$ cat src/rtl/wb_cmd_master.sv
// Single-outstanding Wishbone classic master: turns one command into one bus
// transaction with retry/backoff and a stall timeout, then returns a response.
module wb_cmd_master #(
   parameter int AW        = 32,
   parameter int DW        = 8,
   parameter int TIMEOUT   = 255,
   parameter int MAX_RETRY = 3
) (
   input  logic          wb_clk,
   input  logic          wb_rst_n,
   input  logic          cmd_valid,
   output logic          cmd_ready,
   input  logic          cmd_we,
   input  logic [AW-1:0] cmd_adr,
   input  logic [DW-1:0] cmd_dat,
   output logic          rsp_valid,
   input  logic          rsp_ready,
   output logic [DW-1:0] rsp_dat,
   output logic [1:0]    rsp_status,
   output logic [AW-1:0] wb_adr_o,
   output logic [DW-1:0] wb_dat_o,
   output logic          wb_we_o,
   output logic          wb_cyc_o,
   output logic          wb_stb_o,
   output logic [2:0]    wb_cti_o,
   output logic [1:0]    wb_bte_o,
   input  logic [DW-1:0] wb_dat_i,
   input  logic          wb_ack_i,
   input  logic          wb_err_i,
   input  logic          wb_rty_i,
   output logic          busy
);

   localparam int TW = (TIMEOUT > 0) ? $clog2(TIMEOUT + 1) : 1;
   localparam int RW = (MAX_RETRY > 0) ? $clog2(MAX_RETRY + 1) : 1;
   localparam logic [TW-1:0] TMO_LIMIT   = TW'(TIMEOUT);
   localparam logic [RW-1:0] RETRY_LIMIT = RW'(MAX_RETRY);

   localparam logic [1:0] ST_OK  = 2'b00;
   localparam logic [1:0] ST_ERR = 2'b01;
   localparam logic [1:0] ST_TMO = 2'b10;
   localparam logic [1:0] ST_RTY = 2'b11;

   typedef enum logic [1:0] {IDLE, BUS, BACKOFF, RESP} state_t;

   state_t        state, state_nxt;
   logic          cmd_ready_nxt;
   logic [AW-1:0] adr_nxt;
   logic [DW-1:0] dat_nxt;
   logic          we_nxt, cyc_nxt, stb_nxt;
   logic          rsp_valid_nxt;
   logic [DW-1:0] rsp_dat_nxt;
   logic [1:0]    rsp_status_nxt;
   logic [RW-1:0] retry_cnt, retry_nxt;
   logic [TW-1:0] tmo_cnt, tmo_nxt, tmo_inc;

   assign wb_cti_o = 3'b000;
   assign wb_bte_o = 2'b00;
   assign busy     = (state != IDLE);
   assign tmo_inc  = tmo_cnt + 1'b1;

   always_ff @(posedge wb_clk or negedge wb_rst_n) begin
      if (!wb_rst_n) begin
         state      <= IDLE;
         cmd_ready  <= 1'b0;
         wb_adr_o   <= '0;
         wb_dat_o   <= '0;
         wb_we_o    <= 1'b0;
         wb_cyc_o   <= 1'b0;
         wb_stb_o   <= 1'b0;
         rsp_valid  <= 1'b0;
         rsp_dat    <= '0;
         rsp_status <= ST_OK;
         retry_cnt  <= '0;
         tmo_cnt    <= '0;
      end else begin
         state      <= state_nxt;
         cmd_ready  <= cmd_ready_nxt;
         wb_adr_o   <= adr_nxt;
         wb_dat_o   <= dat_nxt;
         wb_we_o    <= we_nxt;
         wb_cyc_o   <= cyc_nxt;
         wb_stb_o   <= stb_nxt;
         rsp_valid  <= rsp_valid_nxt;
         rsp_dat    <= rsp_dat_nxt;
         rsp_status <= rsp_status_nxt;
         retry_cnt  <= retry_nxt;
         tmo_cnt    <= tmo_nxt;
      end
   end

   // Every output is computed one cycle ahead so the bus side sees only flops.
   always_comb begin
      state_nxt      = state;
      adr_nxt        = wb_adr_o;
      dat_nxt        = wb_dat_o;
      we_nxt         = wb_we_o;
      cyc_nxt        = wb_cyc_o;
      stb_nxt        = wb_stb_o;
      rsp_valid_nxt  = rsp_valid;
      rsp_dat_nxt    = rsp_dat;
      rsp_status_nxt = rsp_status;
      retry_nxt      = retry_cnt;
      tmo_nxt        = tmo_cnt;
      cmd_ready_nxt  = 1'b0;

      case (state)
         IDLE: begin
            if (cmd_valid && cmd_ready) begin
               adr_nxt   = cmd_adr;
               dat_nxt   = cmd_dat;
               we_nxt    = cmd_we;
               cyc_nxt   = 1'b1;
               stb_nxt   = 1'b1;
               retry_nxt = '0;
               tmo_nxt   = '0;
               state_nxt = BUS;
            end
         end
         BUS: begin
            if (wb_stb_o) begin
               if (wb_ack_i) begin
                  rsp_dat_nxt    = wb_we_o ? '0 : wb_dat_i;
                  rsp_status_nxt = ST_OK;
                  rsp_valid_nxt  = 1'b1;
                  cyc_nxt        = 1'b0;
                  stb_nxt        = 1'b0;
                  state_nxt      = RESP;
               end else if (wb_err_i) begin
                  rsp_dat_nxt    = '0;
                  rsp_status_nxt = ST_ERR;
                  rsp_valid_nxt  = 1'b1;
                  cyc_nxt        = 1'b0;
                  stb_nxt        = 1'b0;
                  state_nxt      = RESP;
               end else if (wb_rty_i) begin
                  cyc_nxt = 1'b0;
                  stb_nxt = 1'b0;
                  if (retry_cnt < RETRY_LIMIT) begin
                     retry_nxt = retry_cnt + 1'b1;
                     state_nxt = BACKOFF;
                  end else begin
                     rsp_dat_nxt    = '0;
                     rsp_status_nxt = ST_RTY;
                     rsp_valid_nxt  = 1'b1;
                     state_nxt      = RESP;
                  end
               end else if (tmo_inc == TMO_LIMIT) begin
                  rsp_dat_nxt    = '0;
                  rsp_status_nxt = ST_TMO;
                  rsp_valid_nxt  = 1'b1;
                  cyc_nxt        = 1'b0;
                  stb_nxt        = 1'b0;
                  state_nxt      = RESP;
               end else begin
                  tmo_nxt = tmo_inc;
               end
            end
         end
         BACKOFF: begin
            cyc_nxt   = 1'b1;
            stb_nxt   = 1'b1;
            tmo_nxt   = '0;
            state_nxt = BUS;
         end
         RESP: begin
            if (rsp_ready) begin
               rsp_valid_nxt = 1'b0;
               state_nxt     = IDLE;
            end
         end
         default: state_nxt = IDLE;
      endcase

      // Ready is registered, so it follows the state we are about to enter.
      cmd_ready_nxt = (state_nxt == IDLE);
   end

endmodule

$ cat config.mk
export PLATFORM = sky130hd
export DESIGN_NAME = wb_cmd_master
export DESIGN_NICKNAME = d
export VERILOG_FILES = /design/src/rtl/wb_cmd_master.sv
export SDC_FILE = /design/constraint.sdc
export NUM_CORES = 1
export LEC_CHECK = 0
export ABC_AREA = 1
export BUFFER_PORTS_ARGS = -buffer_cell sky130_fd_sc_hd__buf_2
export CORE_ASPECT_RATIO = 1.5
export CORE_MARGIN = 5
export CORE_UTILIZATION = 40
export CTS_BUF_LIST = sky130_fd_sc_hd__clkbuf_4
export DETAILED_ROUTE_END_ITERATION = 8
export PLACE_DENSITY = 0.64
export SYNTH_ARGS = -nofsm -noshare
export SYNTH_HDL_FRONTEND = slang
export SYNTH_SLANG_ARGS = --single-unit
$ cat constraint.sdc
create_clock -name wb_clk -period 2.7 [get_ports wb_clk]
set_input_delay 0.54 -clock wb_clk [delete_from_list [all_inputs] [get_ports wb_clk]]
set_output_delay 0.54 -clock wb_clk [all_outputs]
set_load 0.03 [all_outputs]
== Yosys cells after proc, flatten, opt, wreduce, memory -nomap -nowiden ==
Index checks and enable logic that the tools add are counted.

* Reduce and logical (&&, ||, !) cells: 15
* $lt $le $gt $ge: 1
* Equality and inequality tests: 16
* Add/subtract/negate cells: 2
* Multiplexer cells: 55

{| class="wikitable"
|+ Operators with widths
! kind !! count
|-
| 8-bit two-way mux || 12
|-
| 2-bit two-way mux || 18
|-
| 8-bit one-hot mux with 3 select lines || 1
|-
| 1-bit two-way mux || 19
|-
| 2-bit inequality test, second input constant || 9
|-
| 7-bit AND reduction || 2
|-
| 5-bit inequality test, second input constant || 2
|-
| 8-bit by 1-bit adder with 8-bit output, second input constant || 1
|-
| 8-bit == test, second input constant || 1
|-
| 2-bit one-hot mux with 4 select lines || 1
|-
| 4-bit AND reduction || 2
|-
| 1-bit one-hot mux with 3 select lines || 2
|-
| 2-bit nonzero test || 3
|-
| 5-bit AND reduction || 1
|-
| 2-bit == test, second input constant || 2
|-
| 2-bit zero test || 2
|-
| 4-bit inequality test, second input constant || 1
|-
| 2-bit one-hot mux with 2 select lines || 1
|-
| 2-bit AND reduction || 2
|-
| 4-bit nonzero test || 1
|-
| 3-bit nonzero test || 1
|-
| 2-bit by 1-bit adder with 2-bit output, second input constant || 1
|-
| 2-bit by 1-bit == test with 1-bit output, second input constant || 1
|-
| 2-bit < comparator, second input constant || 1
|-
| other kinds (2) || 2
|}

* Input bits: 56
* Word-level logic and storage cells: 101
* Register bits after elaboration: 67
* Output and inout port bits: 61

== Longest topological paths before layout ==
Gate-level depths: netlist of the first run.

* Depth in word-level cells: 9
* Mapped depth: 12
* Gate-level depth less buffers: 11

== Worst setup path after synthesis of the first run ==
OpenSTA, ideal clock, no wires.

* Kind: flip-flop to flip-flop
* Start point: reg tmo_cnt[0]
* End point: reg rsp_dat[0]
* Arrival: 1607 ps
* Data required time: 2582 ps
* Path slack: 976 ps
* Path buffers: 1
* Period minus slack after synthesis: 1724 ps
* Library setup time: 118 ps
* Stages on the path, launching flop included: 13
* Path through: dfrtp_1 > ha_1 > nand2_1 > inv_1 > nor2_1 > nand3_2 > nor2_4 > nand3_4 > nand3_4 > nand3_4 > buf_6 > nand2_2 > o21ai_2

* Word-level cells in the longest chain between the ends: 4

{| class="wikitable"
|+ Ends and longest elaborated chain
! item !! RTL line !! text
|-
| from (decl) || 55 || <nowiki>logic [TW-1:0] tmo_cnt, tmo_nxt, tmo_inc;</nowiki>
|-
| from (signal assigned) || 88 || <nowiki>tmo_cnt <= tmo_nxt;</nowiki>
|-
| 8-bit by 1-bit adder with 8-bit output || 60 || <nowiki>assign tmo_inc = tmo_cnt + 1'b1;</nowiki>
|-
| 8-bit == test || 148 || <nowiki>end else if (tmo_inc == TMO_LIMIT) begin</nowiki>
|-
| 4-bit nonzero test (no line) || -- ||
|-
| 4-bit AND reduction (no line) || -- ||
|-
| to (signal assigned) || 85 || <nowiki>rsp_dat <= rsp_dat_nxt;</nowiki>
|-
| to (decl) || 18 || <nowiki>output logic [DW-1:0] rsp_dat,</nowiki>
|}

No other way between the ends.
A chain may end at the register's enable or synchronous reset.

== Final worst setup path of the first run ==
* Start point: reg tmo_cnt[1]
* End point: reg rsp_status[0]

* Word-level cells in the longest chain between the ends: 4

{| class="wikitable"
|+ Ends and longest elaborated chain
! item !! RTL line !! text
|-
| 8-bit by 1-bit adder with 8-bit output || 60 ||
|-
| 8-bit == test || 148 ||
|-
| 4-bit nonzero test (no line) || -- ||
|-
| 4-bit AND reduction (no line) || -- ||
|-
| to (signal assigned) || 86 || <nowiki>rsp_status <= rsp_status_nxt;</nowiki>
|-
| to (decl) || 19 || <nowiki>output logic [1:0] rsp_status,</nowiki>
|}

No other way between the ends.

==> impl_metrics.py, run 1 <==
metrics = {
    "floorplanning": {
        "pin_count": 117,
        "die_w_um": 81.2,
        "dieArea_um2": 9490,
        "fp-row-count": 39,
        "die_y_um": 117,
        "core_area_um2": 7510,
        "start_util_pct": 40.5,
    },
    "placed_design": {
        "port_buffers": 111,
        "post-dp-hpwl_mm": 5.48,
        "gp_congestion": 0.943,
        "post_dp_cell_area_um2": 3680,
    },
    "drt": {
        "drt_pass1_iterations": 5,
        "post_drt_wl_per_cell_um": 12.6,
        "viasPerCell": 4.55,
        "drc": 0,
        "ant_nets": 0,
        "drt_wl_total_mm": 7.27,
        "drtIter0Drc": 150,
        "vias": 2617,
    },
    "min_path": {
        "min_path_type": "input pin to async pin",
    },
    "layout": {
        "layout_common_cells": "169 x nand2_1, 111 x buf_2, 67 x dfrtp_1",
        "drive_gt1_share_pct": 34.7,
        "fin_nets": 527,
        "stdcell_area_um2": 3840,
        "final_common_cell": "nand2_1",
        "antennaDiodeCount": 0,
        "area_growth_pct": 26.2,
    },
    "worst_setup_path": {
        "cp_slowest_cell": "dfrtp_1",
        "crit_fanout": 21,
        "required_ps": 3000,
        "start_kind": "flop",
        "crit_type": "flop to flop",
        "crit_top_cell": "nand3_4",
        "worstPathArrival_ps": 2310,
        "critical-path-max-stage-delay_ps": 440,
        "worstPathCellList": "ha_1, nand2_1, inv_1, nor2_1, nand3_2, nor2_4, nand3_4, nand3_4, nand3_4, nand2_1, o21ai_2",
        "cp-end-kind": "flop",
    },
    "timing": {
        "post-route-period-util_pct": 74.4,
        "fmax_mhz": 498,
        "clock_skew_ps": 14.4,
        "drv_slew": 0,
        "finalSetupTns_ps": 0,
        "worstMarginPinSlew_ps": 678,
        "final.min_clock_period_ps": 2010,
        "finalHoldViolations": 0,
        "rsz0062_at_grt": "false",
        "relSlewSlack_pct": 54.8,
        "finalSetupViolCount": 0,
    },
    "power_and_ir_drop": {
        "ir_worst_vdd_mv": 0.627,
        "p_per_area_nw_per_um2": 1200,
        "p_leak_nw": 2.14,
    },
    "clock_network": {
        "cts_tree": "yes",
        "cts_hold_buf": 0,
        "clk_path_buf_depth": 2,
        "cts-resized-gates": 0,
        "insertion_delay_ps": 420,
        "path_clk_slew_ps": 110,
        "clock_tree.root_cell": "clkbuf_4",
        "post_cts.repair.setup_buffers": 0,
        "numCtsBuffers": 9,
        "h-tree-depth": 3,
        "clock-sinks": 67,
    },
    "synthesis": {
        "netlist_area_um2": 3040,
        "avgSynthCellArea_um2": 8.60,
        "yosysWarnings": 0,
        "yosysSeqAreaShare_pct": 55.1,
        "synthCells": 354,
        "synth-seq-cells": 67,
        "synthDistinctLibCells": 28,
    },
    "outcome": {
        "status": "finished clean",
    },
    "grt": {
        "grt_max_degree": 42,
        "gr-total-overflow": 0,
        "grt_pass1_vias": 2591,
        "grt_first_pass_wirelength_mm": 11.9,
        "track_usage_pct": 16.4,
        "antenna_found_initial": 0,
    },
    "run": {
        "maxCapViolations": 0,
    },
}
[cell type report]
cell class	instances	area [um^2]
inverters	15	56.3
well taps	102	128
repair buffers	115	598
flip-flops and latches	67	1680
fillers	775	3670
multi-input cells	260	1230
clock buffers	10	75.1
clock inverters	6	80.1
[logic make-up after synthesis]
kind of cell / count (synthesis) / synth area share (%)
compound gates: 26 / 5.84
fa+ha+maj: 3 / 1.23
buf+inv: 31 / 5.18
flops: 67 / 55.1
other cells: 1 / 0.123
simple gates: 226 / 32.5
[synth_stat cells]
library cell | instances | area (um^2)
a31oi_1 | 1 | 6.26
conb_1 | 1 | 3.75
nand4_1 | 1 | 6.26
inv_1 | 12 | 45.0
o21ai_2 | 10 | 87.6
nor2_4 | 3 | 33.8
nor2_1 | 14 | 52.6
a21oi_1 | 2 | 10.0
nand3_2 | 1 | 10.0
nand4_2 | 1 | 12.5
nand3_1 | 20 | 100
or2_2 | 1 | 6.26
nor2_2 | 1 | 6.26
o21ai_0 | 5 | 25.0
ha_1 | 3 | 37.5
inv_2 | 3 | 11.3
nor3_1 | 1 | 5.00
o21ai_1 | 6 | 30.0
nand2_2 | 10 | 62.6
clkbuf_1 | 8 | 30.0
nand2_1 | 169 | 634
dfrtp_1 | 67 | 1680
buf_6 | 3 | 33.8
o21bai_2 | 1 | 11.3
buf_4 | 5 | 37.5
nand3b_1 | 1 | 7.51
nand3_4 | 3 | 52.6
o31ai_1 | 1 | 7.51
[stage by stage]
stage | util (%) | setup slack (ps) | cells | power (mW) | hold slack (ps)
global route | 51.1 | 524 | 575 | 4.94 | 192
CTS | 51.1 | 686 | 575 | 4.66 | 143
finish | 51.1 | 691 | 575 | 4.60 | 147
floorplan | - | 976 | 358 | 3.24 | 244
detailed placement | 49.0 | 711 | 559 | 3.91 | 457
global placement | 49.0 | 739 | 559 | 3.88 | 450
[report_power, final]
group | switching, mW | internal (mW) | leakage [nW] | total [mW]
registers | 0.263 | 1.43 | 0.861 | 1.69
clock network | 0.360 | 0.379 | 0.0815 | 0.739
logic | 1.57 | 0.599 | 1.20 | 2.17
[critical path, delay by kind of cell (launching register included)]
kind / cells / cell delay [ps]
fa+ha+maj: 1 / 220
compound gates: 1 / 60
flops: 1 / 440
buf+inv: 1 / 40
simple gates: 8 / 1130
[flip-flops by register name (all words and copies together), names as in the netlist, 2 cells and up]
signal,count
wb_dat_o,8
retry_cnt,2
state,2
rsp_status,2
tmo_cnt,8
wb_adr_o,32
rsp_dat,8
[worst paths after layout]
| kind | start | end | slack [ps] | depth (start not counted) |
|---|---|---|---|---|
| min in group wb_clk | cmd_adr[21] | wb_adr_o[21] | 310 | 3 |
| min | wb_rst_n | wb_stb_o | 150 | 1 |
| max | tmo_cnt[1] | rsp_status[0] | 690 | 11 |
| min reg2reg | wb_adr_o[3] | wb_adr_o[3] | 480 | 2 |
| max in group asynchronous | wb_rst_n | wb_adr_o[25] | 1910 | 2 |
| max reg2reg | tmo_cnt[1] | rsp_status[0] | 690 | 11 |
[routing by layer]
layer	up-vias	GRT usage, %	wire [um]
li1	1325	-	-
met1	1172	20.8	3010
met2	103	25.1	3540
met3	17	4.06	493
met4	0	10.3	223
met5	-	0	0
Note: power is estimated with default switching activity, not from simulation.
==> inputs of run 2 (changes only) <==
- clock period: 2.7 -> 2.11 ns (I/O delays scaled with it)
==> run 2 against run 1 <==
  * Sequential share of layout area shrank 0.21 points
  * Register-to-register slack got worse by 500 ps
  * Clock-buffer cell count did not move
  * Clock skew down 2.8 ps
  * Global-route usage is 0.051 points lower
==> impl_metrics.py, run 2 (synthesized netlist as in run 1, its figures left out) <==
metrics = {
    "placed_design": {
        "port_buffers": 111,
        "post-dp-hpwl_mm": 5.33,
        "gp_congestion": 0.917,
        "place_inst": 561,
        "place_ws_ps": 123,
        "post_dp_cell_area_um2": 3700,
    },
    "timing": {
        "fin_hold_ws_ps": 202,
        "finalHoldViolations": 0,
        "drv_slew": 0,
        "worstMarginPinSlew_ps": 549,
        "clock_skew_ps": 11.6,
        "finalSetupTns_ps": 0,
        "finalSetupViolCount": 0,
        "final.min_clock_period_ps": 1910,
        "relSlewSlack_pct": 63.3,
        "post-route-period-util_pct": 90.7,
        "fmax_mhz": 522,
        "rsz0062_at_grt": "false",
        "fin_ws_ps": 195,
    },
    "drt": {
        "drc": 0,
        "drtIter0Drc": 124,
        "post_drt_wl_per_cell_um": 12.9,
        "viasPerCell": 4.60,
        "ant_nets": 0,
        "vias": 2665,
        "drt_pass1_iterations": 4,
        "drt_wl_total_mm": 7.48,
    },
    "floorplanning": {
        "dieArea_um2": 9490,
        "fp-row-count": 39,
        "core_area_um2": 7510,
        "die_y_um": 117,
        "pin_count": 117,
        "die_w_um": 81.2,
        "start_util_pct": 40.5,
    },
    "clock_network": {
        "clock-sinks": 67,
        "clk_path_buf_depth": 2,
        "path_clk_slew_ps": 110,
        "clock_tree.root_cell": "clkbuf_4",
        "cts_tree": "yes",
        "numCtsBuffers": 9,
        "h-tree-depth": 3,
        "insertion_delay_ps": 410,
    },
    "min_path": {
        "holdPathStages": 3,
        "min_path_type": "input pin to flop",
    },
    "run": {
        "maxCapViolations": 0,
    },
    "layout": {
        "multi_input_area_um2": 1240,
        "fillers": 772,
        "final_common_cell": "nand2_1",
        "antennaDiodeCount": 0,
        "drive_gt1_share_pct": 35.0,
        "finalNonFillerCells": 579,
        "layout_common_cells": "169 x nand2_1, 111 x buf_2, 67 x dfrtp_1",
        "largest_reg_flops": 32,
        "area_growth_pct": 26.8,
        "utilization_pct": 51.3,
        "stdcell_area_um2": 3860,
        "fin_nets": 531,
        "regArea_um2": 1680,
        "largest-register": "wb_adr_o",
    },
    "worst_setup_path": {
        "crit_fanout": 7,
        "cp-end-kind": "flop",
        "r2r_cells": 11,
        "start_kind": "flop",
        "crit_type": "flop to flop",
        "required_ps": 2410,
        "worstPathArrival_ps": 2220,
    },
    "power_and_ir_drop": {
        "p_leak_nw": 2.15,
        "p_per_area_nw_per_um2": 1510,
        "ir_worst_vdd_mv": 0.679,
        "finalPower_mw": 5.84,
    },
    "grt": {
        "gr-total-overflow": 0,
        "antenna_found_initial": 0,
        "grt_pass1_vias": 2583,
        "grt_first_pass_wirelength_mm": 11.8,
        "track_usage_pct": 16.4,
        "grt_max_degree": 68,
    },
    "outcome": {
        "status": "finished clean",
    },
}
==> run 2: cell types whose count changed in the layout (fill, tap and decap cells not counted) <==
cell / before / now
buf_4: 3 / 5
clkinvlp_4: 1 / 0
clkinv_2: 1 / 2
nand3_4: 3 / 4
clkinv_4: 0 / 1
bufinv_16: 2 / 1
dlygate4sd3_1: 0 / 1
==> run 2: report_power, final <==
group / switching, mW / leakage, nW / internal (mW)
combinational: 2.03 / 1.22 / 0.808
sequential: 0.355 / 0.861 / 1.83
clock: 0.452 / 0.0752 / 0.365
==> run 2: cell type report <==
| cell class | count | share of cell area (%) |
|---|---|---|
| multi-input cells | 261 | 32.2 |
| inverters | 15 | 1.46 |
| clock inverters | 6 | 1.46 |
| well taps | 102 | 3.31 |
| clock buffers | 10 | 1.95 |
| flip-flops and latches | 67 | 43.5 |
| repair buffers | 118 | 16.1 |
==> run 2: timing repair <==
item	in CTS	in global routing
resized for setup	0	1
endpoints found under the setup margin	0	10
hold buffers	1	0
endpoints found under the hold margin	57	0
buffers inserted	0	0
==> run 2: path summary, 6_finish.rpt <==
| kind | start | slack, ps | endpoint |
|---|---|---|---|
| worst max register to register | tmo_cnt[1] | 200 | tmo_cnt[3] |
| worst min register to register | wb_adr_o[29] | 480 | wb_adr_o[29] |
| min in group asynchronous | wb_rst_n | 550 | wb_cyc_o |
| worst max-delay path | tmo_cnt[1] | 200 | tmo_cnt[3] |
| max in group asynchronous | wb_rst_n | 1250 | wb_adr_o[17] |
| worst min-delay path | cmd_dat[1] | 200 | wb_dat_o[1] |
==> run 2: critical path, cell delays in order (launching register included) <==
cell and delay [ps]:
dfrtp_1 440, ha_1 210, nand2_1 80, nor2_1 150
nand3_1 90, nand2_1 130, nor2_4 60, nand3_4 80
nand4_2 210, buf_4 240, nand3_1 60, o21ai_1 70
==> run 2: layer usage <==
layer  share of wire, %  vias up  GRT usage [%]
li1                   -     1339              -
met1                 40     1223           19.5
met2                 52       95           26.2
met3                7.3        8           6.81
met4                1.0        0           6.65
met5                  0        -              0
==> inputs of run 3 (changes only) <==
- CELL_PAD_IN_SITES_DETAIL_PLACEMENT: default -> 1
- CELL_PAD_IN_SITES_GLOBAL_PLACEMENT: default -> 1
- CORE_UTILIZATION: 40 -> 36
- PLACE_DENSITY: 0.64 -> 0.78
==> run 3 against run 2 <==
  * Design area is 1.7% higher
  * Die area is 9.9% higher
  * Cell count up 1.4%
  * Register-to-register slack got worse by 20 ps
  * Sequential share of layout area is 0.73 points lower
  * Non-clock buffer count up 4
  * First-iteration DRC count shrank 44%
  * Global-route usage grew 0.17 points
  * Combinational power up 2%
  * Maximum frequency is 1.2% lower
==> impl_metrics.py, run 3 (synthesized netlist as in run 1, its figures left out) <==
metrics = {
    "timing": {
        "fin_hold_ws_ps": 213,
        "worstMarginPinSlew_ps": 568,
        "fmax_mhz": 516,
        "drv_slew": 0,
        "post-route-period-util_pct": 91.8,
        "rsz0062_at_grt": "false",
        "fin_ws_ps": 172,
        "finalSetupViolCount": 0,
        "final.min_clock_period_ps": 1940,
        "clock_skew_ps": 10.0,
        "finalSetupTns_ps": 0,
        "relSlewSlack_pct": 62.2,
        "finalHoldViolations": 0,
    },
    "worst_setup_path": {
        "crit_top_cell": "nand3_4",
        "worstPathArrival_ps": 2230,
        "rrSetupSlack_ps": 170,
        "timing.rr.end": "rsp_status[0]",
        "critical-path-max-stage-delay_ps": 420,
        "r2r_cells": 11,
        "worstPathCellList": "ha_1, nand2_1, inv_1, nor2_1, nand3_2, nor2_4, nand3_4, nand3_4, nand3_4, nand2_1, o21ai_2",
        "cp_slowest_cell": "dfrtp_1",
        "cp-end-kind": "flop",
        "r2r-start": "tmo_cnt[0]",
        "start_kind": "flop",
        "required_ps": 2400,
        "cp_top_family": "simple AND/OR/NAND/NOR gates",
        "crit_type": "flop to flop",
        "crit_fanout": 11,
        "critPathBufInv": 1,
    },
    "floorplanning": {
        "core_area_um2": 8360,
        "pin_count": 117,
        "fp-row-count": 41,
        "start_util_pct": 36.4,
        "dieArea_um2": 10400,
        "die_y_um": 123,
        "die_w_um": 85.1,
    },
    "layout": {
        "fin_nets": 535,
        "utilization_pct": 46.9,
        "layout_common_cells": "169 x nand2_1, 111 x buf_2, 67 x dfrtp_1",
        "largest_reg_flops": 32,
        "final_common_cell": "nand2_1",
        "finalNonFillerCells": 587,
        "drive_gt1_share_pct": 35.4,
        "area_growth_pct": 29.0,
        "antennaDiodeCount": 0,
        "largest-register": "wb_adr_o",
    },
    "power_and_ir_drop": {
        "ir_worst_vdd_mv": 0.817,
        "p_per_area_nw_per_um2": 1530,
        "p_leak_nw": 2.18,
    },
    "outcome": {
        "status": "finished clean",
    },
    "min_path": {
        "holdPathStages": 3,
        "holdPathEnd": "wb_adr_o[16]",
        "min_path_type": "input pin to flop",
        "min_from": "cmd_adr[16]",
    },
    "placed_design": {
        "post-dp-hpwl_mm": 6.36,
        "place_ws_ps": 55.6,
        "gp_congestion": 0.818,
        "port_buffers": 111,
        "place_inst": 569,
    },
    "grt": {
        "gr-total-overflow": 0,
        "track_usage_pct": 16.5,
        "grt_max_degree": 25,
        "grt_pass1_vias": 2936,
        "antenna_found_initial": 0,
        "grt_first_pass_wirelength_mm": 13.8,
    },
    "drt": {
        "drt_pass1_iterations": 4,
        "drt_wl_total_mm": 8.31,
        "drc": 0,
        "viasPerCell": 4.62,
        "ant_nets": 0,
        "post_drt_wl_per_cell_um": 14.2,
        "drtIter0Drc": 70,
        "vias": 2710,
    },
    "clock_network": {
        "clk_path_buf_depth": 2,
        "numCtsBuffers": 9,
        "path_clk_slew_ps": 110,
        "clock-sinks": 67,
        "h-tree-depth": 3,
        "insertion_delay_ps": 400,
        "cts_tree": "yes",
        "clock_tree.root_cell": "clkbuf_4",
    },
    "run": {
        "maxCapViolations": 0,
    },
}
[run 3: cell count changes in the layout (fill, tap and decap cells not counted), sizes merged]
cell    delta
clkbuf     -1
bufinv     +1
clkinv     -1
buf        +4
[run 3: final cells by class]
cell class / count / area, um^2
inverter: 15 / 56.3
clock inverter: 6 / 81.3
fill: 1071 / 4440
tap: 107 / 134
multi-input combinational: 261 / 1240
clock buffer: 9 / 67.6
timing repair buffer: 122 / 666
sequential: 67 / 1680
[run 3: repair_timing]
| action | 4_1_cts | 5_1_grt |
|---|---|---|
| gates resized for setup | 0 | 1 |
| hold endpoints to repair | 12 | 0 |
| hold buffers | 1 | 0 |
| endpoints found under the setup margin | 0 | 15 |
| setup buffers | 0 | 1 |
[run 3: where the power goes]
part / internal [mW] / total (mW) / switching (mW)
clock network: 0.467 / 0.909 / 0.442
registers: 1.83 / 2.19 / 0.355
logic: 0.824 / 2.89 / 2.07
[run 3: per-layer routing]
metal,track usage [%],vias to the layer above,routed length (um)
met5,0,-,0
li1,-,1342,-
met2,27.0,78,4260
met4,5.94,0,90
met1,19.4,1283,3260
met3,6.98,7,702
[run 3: worst max-delay path by stage]
stage / start / endpoint / slack (ps) / depth (start not counted)
6_report: tmo_cnt[0] / rsp_status[0] / 170 / 11
5_1_grt: tmo_cnt[0] / tmo_cnt[3] / 9 / 11
4_1_cts: tmo_cnt[1] / rsp_status[0] / 30 / 11
3_5_place_dp: tmo_cnt[1] / rsp_status[0] / 60 / 11
3_3_place_gp: tmo_cnt[1] / rsp_status[0] / 170 / 11
2_1_floorplan: tmo_cnt[0] / rsp_dat[0] / 390 / 12
[run 3: worst reg2reg max path: stages, from the launching register on]
cell and delay (ps):
dfrtp_1 420, ha_1 250, nand2_1 110, inv_1 40, nor2_1 150, nand3_2 110, nor2_4 130, nand3_4 110
nand3_4 120, nand3_4 200, nand2_1 140, o21ai_2 60
[run 3: per-stage QoR]
stage,instance area [um^2],power [mW]
3_3_place_gp,3740,5.02
6_report,3930,5.99
3_5_place_dp,3740,5.11
4_1_cts,3900,6.05
2_1_floorplan,3060,4.14
5_1_grt,3930,6.45
